### src/rtl/aes_round_sequencer_if.sv
// Handshake and round-datapath bundle between the AES round sequencer and its
// block source/sink, key expansion and shared combinational round logic.
interface aes_round_sequencer_if #(
    parameter int ROUND_W = 4
);
    logic               in_valid;
    logic               in_ready;
    logic [127:0]       data_in;
    logic [127:0]       key_in;
    logic [127:0]       round_key;
    logic [127:0]       round_state;
    logic [127:0]       round_result;
    logic [ROUND_W-1:0] round;
    logic               mix_bypass;
    logic               key_step;
    logic               out_valid;
    logic               out_ready;
    logic [127:0]       data_out;
    logic               abort;
    logic               busy;

    modport slave (
        input  in_valid, data_in, key_in, round_key, round_result, out_ready, abort,
        output in_ready, round_state, round, mix_bypass, key_step, out_valid, data_out, busy
    );

    modport master (
        output in_valid, data_in, key_in, round_key, round_result, out_ready, abort,
        input  in_ready, round_state, round, mix_bypass, key_step, out_valid, data_out, busy
    );
endinterface

### src/rtl/aes_round_sequencer.sv
// Iterative AES-128 round controller: owns the cipher state and round counter and
// steps one shared round datapath through rounds 1..NR, bypassing MixColumns on round NR.
module aes_round_sequencer #(
    parameter int NR      = 10,
    parameter int ROUND_W = 4
) (
    input  logic                 clk,
    input  logic                 reset,
    aes_round_sequencer_if.slave bus
);
    typedef enum logic [1:0] {
        IDLE = 2'd0,
        RUN  = 2'd1,
        DONE = 2'd2
    } seqState_t;

    localparam logic [ROUND_W-1:0] LAST_ROUND = ROUND_W'(NR);
    localparam logic [ROUND_W-1:0] ROUND_ZERO = {ROUND_W{1'b0}};
    localparam logic [ROUND_W-1:0] ROUND_ONE  = ROUND_W'(32'd1);

    seqState_t          fsm_r;
    seqState_t          fsmNext_s;
    logic [127:0]       state_r;
    logic [127:0]       stateNext_s;
    logic [ROUND_W-1:0] round_r;
    logic [ROUND_W-1:0] roundNext_s;
    logic               inReady_r;
    logic               outValid_r;
    logic               busy_r;
    logic               keyStep_r;
    logic               mixBypass_r;
    logic               inReadyNext_s;
    logic               outValidNext_s;
    logic               busyNext_s;
    logic               keyStepNext_s;
    logic               mixBypassNext_s;

    // Next FSM state, cipher state and round index.
    always_comb begin
        fsmNext_s   = fsm_r;
        stateNext_s = state_r;
        roundNext_s = round_r;
        case (fsm_r)
            IDLE: begin
                // abort wins over in_valid: nothing is captured that cycle
                if (bus.in_valid && !bus.abort) begin
                    stateNext_s = bus.data_in ^ bus.key_in;
                    roundNext_s = ROUND_ONE;
                    fsmNext_s   = RUN;
                end else begin
                    fsmNext_s = IDLE;
                end
            end
            RUN: begin
                if (bus.abort) begin
                    fsmNext_s   = IDLE;
                    roundNext_s = ROUND_ZERO;
                end else if (round_r >= LAST_ROUND) begin
                    stateNext_s = bus.round_result;
                    roundNext_s = ROUND_ZERO;
                    fsmNext_s   = DONE;
                end else begin
                    stateNext_s = bus.round_result;
                    roundNext_s = round_r + ROUND_ONE;
                end
            end
            DONE: begin
                if (bus.abort || bus.out_ready) begin
                    fsmNext_s   = IDLE;
                    roundNext_s = ROUND_ZERO;
                end else begin
                    fsmNext_s = DONE;
                end
            end
            default: begin
                fsmNext_s   = IDLE;
                roundNext_s = ROUND_ZERO;
            end
        endcase
    end

    // Output flags are decoded from the next state so they can be registered.
    always_comb begin
        inReadyNext_s   = (fsmNext_s == IDLE);
        busyNext_s      = (fsmNext_s != IDLE);
        outValidNext_s  = (fsmNext_s == DONE);
        keyStepNext_s   = (fsmNext_s == RUN);
        mixBypassNext_s = (fsmNext_s == RUN) && (roundNext_s == LAST_ROUND);
    end

    // State, round counter and registered control outputs.
    always_ff @(posedge clk or posedge reset) begin
        if (reset) begin
            fsm_r       <= IDLE;
            state_r     <= 128'd0;
            round_r     <= ROUND_ZERO;
            inReady_r   <= 1'b1;
            outValid_r  <= 1'b0;
            busy_r      <= 1'b0;
            keyStep_r   <= 1'b0;
            mixBypass_r <= 1'b0;
        end else begin
            fsm_r       <= fsmNext_s;
            state_r     <= stateNext_s;
            round_r     <= roundNext_s;
            inReady_r   <= inReadyNext_s;
            outValid_r  <= outValidNext_s;
            busy_r      <= busyNext_s;
            keyStep_r   <= keyStepNext_s;
            mixBypass_r <= mixBypassNext_s;
        end
    end

    assign bus.in_ready    = inReady_r;
    assign bus.out_valid   = outValid_r;
    assign bus.busy        = busy_r;
    assign bus.key_step    = keyStep_r;
    assign bus.mix_bypass  = mixBypass_r;
    assign bus.round       = round_r;
    assign bus.round_state = state_r;
    assign bus.data_out    = state_r;
endmodule

### src/flat_wrapper.sv
// flat-port wrapper written by rule: the top's interface ports become plain ports
module aes_round_sequencer_flat 
#(
    parameter int NR      = 10,
    parameter int ROUND_W = 4
)
  (clk, reset, bus_in_valid, bus_data_in, bus_key_in, bus_round_key, bus_round_result, bus_out_ready, bus_abort, bus_in_ready, bus_round_state, bus_round, bus_mix_bypass, bus_key_step, bus_out_valid, bus_data_out, bus_busy);
  aes_round_sequencer_if #(.ROUND_W(ROUND_W)) bus_i ();
  input  logic clk;
  input  logic reset;
  input wire logic [$bits(bus_i.in_valid)-1:0] bus_in_valid;
  input wire logic [$bits(bus_i.data_in)-1:0] bus_data_in;
  input wire logic [$bits(bus_i.key_in)-1:0] bus_key_in;
  input wire logic [$bits(bus_i.round_key)-1:0] bus_round_key;
  input wire logic [$bits(bus_i.round_result)-1:0] bus_round_result;
  input wire logic [$bits(bus_i.out_ready)-1:0] bus_out_ready;
  input wire logic [$bits(bus_i.abort)-1:0] bus_abort;
  output wire logic [$bits(bus_i.in_ready)-1:0] bus_in_ready;
  output wire logic [$bits(bus_i.round_state)-1:0] bus_round_state;
  output wire logic [$bits(bus_i.round)-1:0] bus_round;
  output wire logic [$bits(bus_i.mix_bypass)-1:0] bus_mix_bypass;
  output wire logic [$bits(bus_i.key_step)-1:0] bus_key_step;
  output wire logic [$bits(bus_i.out_valid)-1:0] bus_out_valid;
  output wire logic [$bits(bus_i.data_out)-1:0] bus_data_out;
  output wire logic [$bits(bus_i.busy)-1:0] bus_busy;
  assign bus_i.in_valid = bus_in_valid;
  assign bus_i.data_in = bus_data_in;
  assign bus_i.key_in = bus_key_in;
  assign bus_i.round_key = bus_round_key;
  assign bus_i.round_result = bus_round_result;
  assign bus_i.out_ready = bus_out_ready;
  assign bus_i.abort = bus_abort;
  assign bus_in_ready = bus_i.in_ready;
  assign bus_round_state = bus_i.round_state;
  assign bus_round = bus_i.round;
  assign bus_mix_bypass = bus_i.mix_bypass;
  assign bus_key_step = bus_i.key_step;
  assign bus_out_valid = bus_i.out_valid;
  assign bus_data_out = bus_i.data_out;
  assign bus_busy = bus_i.busy;
  aes_round_sequencer #(.NR(NR), .ROUND_W(ROUND_W)) u_core (.clk(clk), .reset(reset), .bus(bus_i));
endmodule
### config.mk
export PLATFORM = sky130hd
export DESIGN_NAME = aes_round_sequencer_flat
export DESIGN_NICKNAME = d
export VERILOG_FILES = /design/src/rtl/aes_round_sequencer_if.sv /design/src/rtl/aes_round_sequencer.sv /design/src/flat_wrapper.sv
export SDC_FILE = /design/constraint.sdc
export NUM_CORES = 1
export LEC_CHECK = 0
export CAP_MARGIN = 20
export CELL_PAD_IN_SITES_DETAIL_PLACEMENT = 0
export CELL_PAD_IN_SITES_GLOBAL_PLACEMENT = 1
export CORE_AREA = 2 2 309 311
export CTS_CLUSTER_DIAMETER = 100
export DETAILED_ROUTE_END_ITERATION = 10
export DIE_AREA = 0 0 311 313
export GPL_TIMING_DRIVEN = 0
export HOLD_SLACK_MARGIN = 0.03
export PLACE_DENSITY = 0.53
export SLEW_MARGIN = 20
export SYNTH_ARGS = -nofsm -noshare
export SYNTH_HDL_FRONTEND = slang
export SYNTH_SLANG_ARGS = --single-unit
### constraint.sdc
create_clock -name clk -period 9.35 [get_ports clk]
set_input_delay 1.87 -clock clk [delete_from_list [all_inputs] [get_ports clk]]
set_output_delay 1.87 -clock clk [all_outputs]
set_load 0.05 [all_outputs]
# [After elaboration in Yosys (flattened, before gate mapping)]
# Cells that the tools add are included.
[op_classes] add_sub_neg=1 multipliers=0 div_mod_pow=0 n_lt_le_gt_ge=1 eq_ne=7 shifts=0 n_mux=13 bitwise_logic=1 n_reduce_logical=9
[op_table] op="128-bit two-way mux" count=2
[op_table] op="128-bit case mux with 2 select lines" count=1
[op_table] op="128-bit bitwise XOR" count=1
[op_table] op="4-bit two-way mux" count=4
[op_table] op="4-bit case mux with 3 select lines" count=1
[op_table] op="2-bit two-way mux" count=3
[op_table] op="2-bit case mux with 3 select lines" count=1
[op_table] op="4-bit by 1-bit adder with 4-bit output (second input constant)" count=1
[op_table] op="2-bit by 1-bit equality test with 1-bit output (second input constant)" count=2
[op_table] op="2-bit equality test (second input constant)" count=2
[op_table] op="4-bit equality test (second input constant)" count=1
[op_table] op="4-bit greater-or-equal comparator (second input constant)" count=1
[op_table] op="2-bit logical NOT" count=2
[op_table] op="2-bit nonzero test" count=2
[op_table] op="3-bit AND reduction" count=1
[op_table] op="1-bit logical AND" count=2
[op_table] op="2-bit by 1-bit inequality test with 1-bit output (second input constant)" count=1
[op_table] op="2-bit inequality test (second input constant)" count=1
[op_table] op="1-bit logical NOT" count=1
[op_table] op="1-bit logical OR" count=1
[op_table] op="1-bit two-way mux" count=1
[word_totals] ff_bits=139 latch_bits=0 ram_bits=0 mem_bits_ro=0 input_bits=517 out_inout_bits=265 wordCells=40 memories=0

# [Logic depth before layout (Yosys ltp)]
# Gate-level depths: netlist of the first run.
[depth] ltp_word=6 depth_mapped=8 ltp_nobuf=6

# [Worst setup path before layout of the first run]
# Ideal clock, no wire load.
[synth_path] path_type="input to register" from="input bus_in_valid" to="register u_core.state_r[14], in the netlist u_core.bus.data_out[14]" setup_ps=133 t_arrival_ps=2807 t_required_ps=9217 path_slack_ps=6410 stages=7 n_path_buf=3 path_cell_list="nor2_1 -> or3_4 -> buf_6 -> buf_6 -> buf_4 -> nand2_1 -> o21ai_0"
[synth_via] elab_chain_len=3
[synth_lines] item="from (decl)" line_no="flat_wrapper.sv:11" text="input wire logic [$bits(bus_i.in_valid)-1:0] bus_in_valid;"
[synth_lines] item="1-bit logical AND" line_no="aes_round_sequencer.sv:46" text="if (bus.in_valid && !bus.abort) begin"
[synth_lines] item="2-bit by 1-bit inequality test with 1-bit output (no source line)"
[synth_lines] item="3-bit AND reduction (no source line)"
[synth_lines] item="to (signal assigned)" line_no="aes_round_sequencer.sv:104" text="state_r <= stateNext_s;"
[synth_lines] item="to (decl)" line_no="aes_round_sequencer.sv:23" text="logic [127:0] state_r;"
# Every way passes these cells.
# A chain may end at the register's enable or synchronous reset.

# [Final worst setup path of the first run]
[layout_path] from="register u_core.state_r[105], in the netlist u_core.bus.data_out[105]" to="output bus_round_state[105]"
[layout_lines] item="to (decl)" line_no="flat_wrapper.sv:19" text="output wire logic [$bits(bus_i.round_state)-1:0] bus_round_state;"
# No word-level cell between the ends.

==> flow_metrics.tcl, run 1 <==
set metrics [dict create \
    clockBufferDepth 2 \
    synthesis.nets 1524 \
    cap_violations 0 \
    layout_commonest_cell "clkdlybuf4s50_1" \
    period_share_pct 41.59 \
    globalplace.congestion 0.9028 \
    layout_common_cells "clkdlybuf4s50_1, dfrtp_1, nor2_1, buf_4, nand2_1" \
    min_path_type "register to register" \
    grtUsageTotal_pct 10.42 \
    design_area_um2 17180 \
    cpLargestDelayFamily "buffers and inverters" \
    netlist_top_cells_area "dfrtp_1, xnor2_1, buf_4" \
    pwr-share-comb_pct 53.8 \
    synth.top_cell.area_share_pct 40.95 \
    grt_remaining_overflow 0 \
    post-place-ws_ns 5.298 \
    grt_max_degree 71 \
    die_w_um 311 \
    drive_gt1_share_pct 11.83 \
    wl_mm 51.90 \
    clock-root-buffer "clkbuf_16" \
    cp_max_fo 3 \
    hold-worst-slack_ns 0.5100 \
    dieArea_um2 97340 \
    worst_slack_ns 5.461 \
    area_growth_pct 103.8 \
    clock_latency_ns 0.48 \
    numClockSinks 139 \
    io_pins 782 \
    yosysUniqueCellTypes 34 \
    max_freq_ghz 0.2572 \
    fin_crit_ns 3.889 \
    clkPwrFrac_pct 21.5 \
    drt_iter0_markers 303 \
    grt_antenna_before_repair 8 \
    setup.worst_path.class "register to primary output" \
    seqCellArea_um2 3480 \
    ys_seq_area_share_pct 41.26 \
    netlist_area_um2 8433 \
    startpoint "u_core.bus.data_out[105]" \
    wl_per_cell_um 17.55 \
    switchingPower_mw 1.570 \
    num-fill-cells 10600 \
    r2r_slack_ns 6.82 \
    powerDensity_nw_per_um2 197.8 \
    irDropWorstVdd_v 0.0001070 \
    dp_hpwl_mm 43.67 \
    critPathCapture "bus_round_state[105]" \
    h-tree-depth 4 \
    num_vias 9434 \
    crit_arrival_ns 2.02 \
    crit_chain "buf_4, clkdlybuf4s50_1" \
    worstSetupPathDepth 2 \
    drc 0 \
    cp_slowest_cell "clkdlybuf4s50_1" \
    first_pass_iters 4 \
    ys_warn_count 0 \
    placed_area_um2 16590 \
    cp-end-kind "primary output" \
    cts_hold_buf 0 \
    initial_core_util_pct 8.956 \
    r2r_cells 8 \
    seqPwrFrac_pct 24.7 \
    p_total_mw 3.399 \
    worstPathBufferInverterCount 2 \
    yosys.area.top_type "dfrtp_1" \
    grt_pass1_vias 10010 \
    sw_frac_of_total_pct 46.18 \
    multi_input_area_um2 3621 \
    fin_tns_setup_ns 0 \
    drtAntennaViolNets 0 \
    fp.coreArea_um2 94160 \
    portBuffers 653 \
    cpPeakStageDelay_ns 0.79 \
    rsz0062_at_grt "false" \
    worstMarginPinSlew_ns 0.8218 \
    post_cts_buffers 0 \
    r2r_start "u_core.fsm_r[1]" \
    holdCritStartpoint "u_core.bus.data_out[113]" \
    cts_resized 0 \
    internal_power_mw 1.829 \
    netlist_instances 1005 \
    vias_per_cell 3.190 \
    required_ns 7.48 \
    startpoint_type "register" \
    status "completed" \
    synth_seq_cells 139 \
    row_count 113 \
    p_leak_nw 6.689 \
    skew_ns 0.02385 \
    grt_pass1_wl_mm 72.51 \
    drv_slew 0 \
    setup_viol 0 \
    hold_viol_final 0 \
    cts_tree "built" \
    cts_inserted_buffers 17 \
    relSlewSlack_pct 45.22 \
    critical_path.reg2reg.endpoint "u_core.bus.data_out[106]" \
    die_h_um 313 \
    layout.nets 2197 \
    clkTransAtPathRegs_ns 0.07 \
    avgSynthCellArea_um2 8.391 \
]
## logic make-up (layout without fill, tap and decap cells)
logic type | Yosys count | count (layout) | share of synthesized area, %
AND/OR/NAND/NOR | 279 | 279 | 13.18
other | 0 | 1 | 0
buffers and inverters | 190 | 876 | 15.80
AO/OA/AOI/OAI | 267 | 267 | 16.17
adder cells (fa/ha/maj) | 2 | 2 | 0.2967
flip-flops | 139 | 139 | 41.26
XOR/XNOR | 128 | 128 | 13.29
## synthesized netlist by cell type
cell,n
dfrtp_1,138
buf_4,133
nor2_1,133
nand2_1,130
a21oi_1,129
xnor2_1,128
o21ai_0,127
clkbuf_1,22
buf_2,18
buf_6,13
inv_1,3
nand2b_1,3
nor4_1,3
a21o_1,2
ha_1,2
nor2b_1,2
o21ai_1,2
a2111oi_0,1
a211o_1,1
and4b_1,1
and4bb_1,1
buf_1,1
dfstp_2,1
nand3_1,1
nor3_1,1
nor3b_1,1
nor4_2,1
o211ai_1,1
o22ai_1,1
o311a_1,1
o31a_1,1
o31ai_1,1
or3_4,1
or4b_1,1
## per-layer routing
layer	share of wire, %	wire, µm	track usage, %
met5	0.079	41	0
met4	1.3	677	2.800
met3	9.1	4733	3.884
met2	49	25550	18.07
met1	40	20900	12.01
## final cells by class
cell class              instances  share of cell area [%]
repair buffers                654                   38.20
diodes                          1                 0.01456
clock inverters                12                  0.7937
multi-input cells             676                   21.07
well taps                    1265                   9.211
inverters                       3                  0.1092
plain buffers                 187                   7.690
clock buffers                  20                   2.658
flip-flops and latches        139                   20.25
## worst min-delay path, stage by stage, from the launching register on
cell and delay, ns:
dfrtp_1 0.36, nand2_1 0.05, o21ai_0 0.06
## power groups by stage
stage	clock (mW)	combinational (mW)	sequential [mW]
floorplan	0	0.747	1.16
CTS	0.781	1.86	0.847
global placement	0	1.85	0.853
global route	0.793	1.92	0.859
finish	0.729	1.83	0.840
detailed placement	0	1.85	0.856
## registers in the layout, summed over array words and instances, names as in the netlist
| signal | count |
|---|---|
| u_core.bus.busy | 1 |
| u_core.bus.data_out | 128 |
| u_core.bus.in_ready | 1 |
| u_core.bus.key_step | 1 |
| u_core.bus.mix_bypass | 1 |
| u_core.bus.out_valid | 1 |
| u_core.bus.round | 4 |
| u_core.fsm_r | 2 |
## worst min path at each step
stage	depth (start not counted)	endpoint
finish	2	u_core.bus.data_out[113]
global route	2	u_core.bus.data_out[35]
CTS	2	u_core.bus.data_out[113]
detailed placement	2	u_core.bus.data_out[14]
global placement	2	u_core.bus.data_out[119]
floorplan	2	u_core.bus.key_step
## through the flow
step,utilization [%],std cells
3_5_place_dp,17.62,2924
4_1_cts,18.25,2956
3_3_place_gp,17.58,2923
5_1_grt,18.25,2956
6_report,18.25,2957
2_1_floorplan,-,1005
No activity file was read; power rests on OpenSTA's default activity.
==> run 2: changes to the inputs <==
--- a/config.mk
+++ b/config.mk
@@ -8,13 +8,13 @@
 export CAP_MARGIN = 20
 export CELL_PAD_IN_SITES_DETAIL_PLACEMENT = 0
 export CELL_PAD_IN_SITES_GLOBAL_PLACEMENT = 1
-export CORE_AREA = 2 2 309 311
+export CORE_AREA = 2 2 303 305
 export CTS_CLUSTER_DIAMETER = 100
 export DETAILED_ROUTE_END_ITERATION = 10
-export DIE_AREA = 0 0 311 313
+export DIE_AREA = 0 0 305 307
 export GPL_TIMING_DRIVEN = 0
 export HOLD_SLACK_MARGIN = 0.03
-export PLACE_DENSITY = 0.53
+export PLACE_DENSITY = 0.55
 export SLEW_MARGIN = 20
 export SYNTH_ARGS = -nofsm -noshare
 export SYNTH_HDL_FRONTEND = slang
==> constraint.sdc (replaced) <==
create_clock -name clk -period 3.2 [get_ports clk]
set_input_delay 0.64 -clock clk [delete_from_list [all_inputs] [get_ports clk]]
set_output_delay 0.64 -clock clk [all_outputs]
set_load 0.05 [all_outputs]
==> run 2 against run 1 <==
  * Total power rose to 2.9 times the previous value
  * Critical path depth unchanged
  * Global-route usage up 0.49 points
  * Clock power rose to 2.6 times the previous value
  * Sequential cell count unchanged
  * Critical path type unchanged
  * Largest cell class unchanged
  * Highest routed layer unchanged
==> flow_metrics.tcl, run 2 (same netlist as run 1, synthesis figures left out) <==
set metrics [dict create \
    cts_hold_buf 0 \
    h-tree-depth 4 \
    portBuffers 653 \
    globalplace.congestion 0.7976 \
    clkPwrFrac_pct 19.8 \
    vias_per_cell 3.244 \
    max_freq_ghz 0.3588 \
    cap_violations 0 \
    fp.coreArea_um2 90690 \
    grt_max_degree 32 \
    cts_inserted_buffers 17 \
    fin_tns_setup_ns 0 \
    cp-end-kind "primary output" \
    layout_common_cells "clkdlybuf4s50_1, dfrtp_1, nor2_1, buf_4, nand2_1" \
    initial_core_util_pct 9.299 \
    pwr-share-comb_pct 55.1 \
    drt_iter0_markers 299 \
    setup_viol 0 \
    grt_pass1_wl_mm 72.41 \
    skew_ns 0.01030 \
    first_pass_iters 4 \
    powerDensity_nw_per_um2 569.0 \
    clock_latency_ns 0.48 \
    drtAntennaViolNets 0 \
    required_ns 2.56 \
    io_pins 782 \
    row_count 111 \
    status "completed" \
    p_leak_nw 6.673 \
    area_growth_pct 102.5 \
    grt_pass1_vias 10090 \
    clock-root-buffer "clkbuf_16" \
    p_total_mw 9.719 \
    clockBufferDepth 2 \
    period_share_pct 87.11 \
    cts_resized 0 \
    num_vias 9356 \
    irDropWorstVdd_v 0.0003979 \
    clkTransAtPathRegs_ns 0.06 \
    hold_viol_final 0 \
    die_h_um 307 \
    dieArea_um2 93640 \
    die_w_um 305 \
    post_cts_buffers 0 \
    drc 0 \
    relSlewSlack_pct 37.54 \
    rsz0062_at_grt "false" \
    cp_max_fo 4 \
    cts_tree "built" \
    crit_arrival_ns 2.15 \
    layout_commonest_cell "clkdlybuf4s50_1" \
    drv_slew 0 \
    layout.nets 2200 \
    grt_remaining_overflow 0 \
    drive_gt1_share_pct 11.65 \
    fin_crit_ns 2.787 \
    num-fill-cells 10160 \
    seqPwrFrac_pct 25.2 \
    sw_frac_of_total_pct 46.22 \
    min_path_type "register to register" \
    startpoint_type "register" \
    numClockSinks 139 \
    wl_per_cell_um 17.92 \
    wl_mm 51.69 \
    internal_power_mw 5.227 \
    setup.worst_path.class "register to primary output" \
    switchingPower_mw 4.492 \
    worstMarginPinSlew_ns 0.9369 \
    grt_antenna_before_repair 13 \
    dp_hpwl_mm 43.99 \
    grtUsageTotal_pct 10.91 \
    largest_register_ffs 128 \
]
[run 2: layer usage]
layer,GRT usage [%],vias up,routed length (µm)
met1,13.10,4325,21900
met4,3.085,6,723
li1,-,4524,-
met3,3.646,31,4125
met2,18.47,470,24910
met5,0,-,35
[run 2: power groups by stage]
stage | combinational [mW] | sequential (mW) | clock (mW)
finish | 5.35 | 2.45 | 1.92
global placement | 5.39 | 2.48 | 0
floorplan | 2.18 | 3.40 | 0
detailed placement | 5.41 | 2.49 | 0
global route | 5.63 | 2.50 | 2.11
CTS | 5.42 | 2.46 | 2.05
[run 2: layout make-up]
class	instances	area, µm²	share of cell area (%)
tap	1186	1484	8.688
buffer	187	1321	7.736
clock buffer	22	454.2	2.659
clock inverter	7	71.32	0.4176
antenna	7	17.52	0.1026
sequential	139	3480	20.37
timing repair buffer	657	6616	38.74
multi-input combinational	676	3621	21.20
inverter	3	15.01	0.08791
[run 2: worst paths after layout]
| kind | from | to | slack (ns) | cells after the start |
|---|---|---|---|---|
| worst max-delay path | u_core.bus.data_out[45] | bus_round_state[45] | 0.41 | 2 |
| worst min-delay path | u_core.bus.data_out[15] | u_core.bus.data_out[15] | 0.51 | 2 |
| worst max register to register | u_core.fsm_r[1] | u_core.bus.data_out[107] | 0.78 | 8 |
| worst min register to register | u_core.bus.data_out[15] | u_core.bus.data_out[15] | 0.51 | 2 |
| max in group asynchronous | reset | u_core.bus.in_ready | 1.72 | 4 |
| min in group asynchronous | reset | u_core.bus.data_out[127] | 0.60 | 2 |
[run 2: worst max-delay path, stage by stage (launching register included)]
cell and delay [ns]:
dfrtp_1 0.63, buf_4 0.19, clkdlybuf4s50_1 0.84
[run 2: through the flow]
stage | area (µm²) | hold WS (ns) | setup slack [ns] | std cells | utilization, %
4_1_cts | 17060 | 0.5220 | 0.3154 | 2877 | 18.81
3_5_place_dp | 16540 | 0.5076 | 0.4709 | 2848 | 18.23
3_3_place_gp | 16460 | 0.5001 | -0.7040 | 2844 | 18.15
2_1_floorplan | 8437 | 0.5666 | 0.8257 | 1005 | -
6_report | 17080 | 0.5128 | 0.4126 | 2884 | 18.83
5_1_grt | 17060 | 0.5470 | 0.3127 | 2877 | 18.81
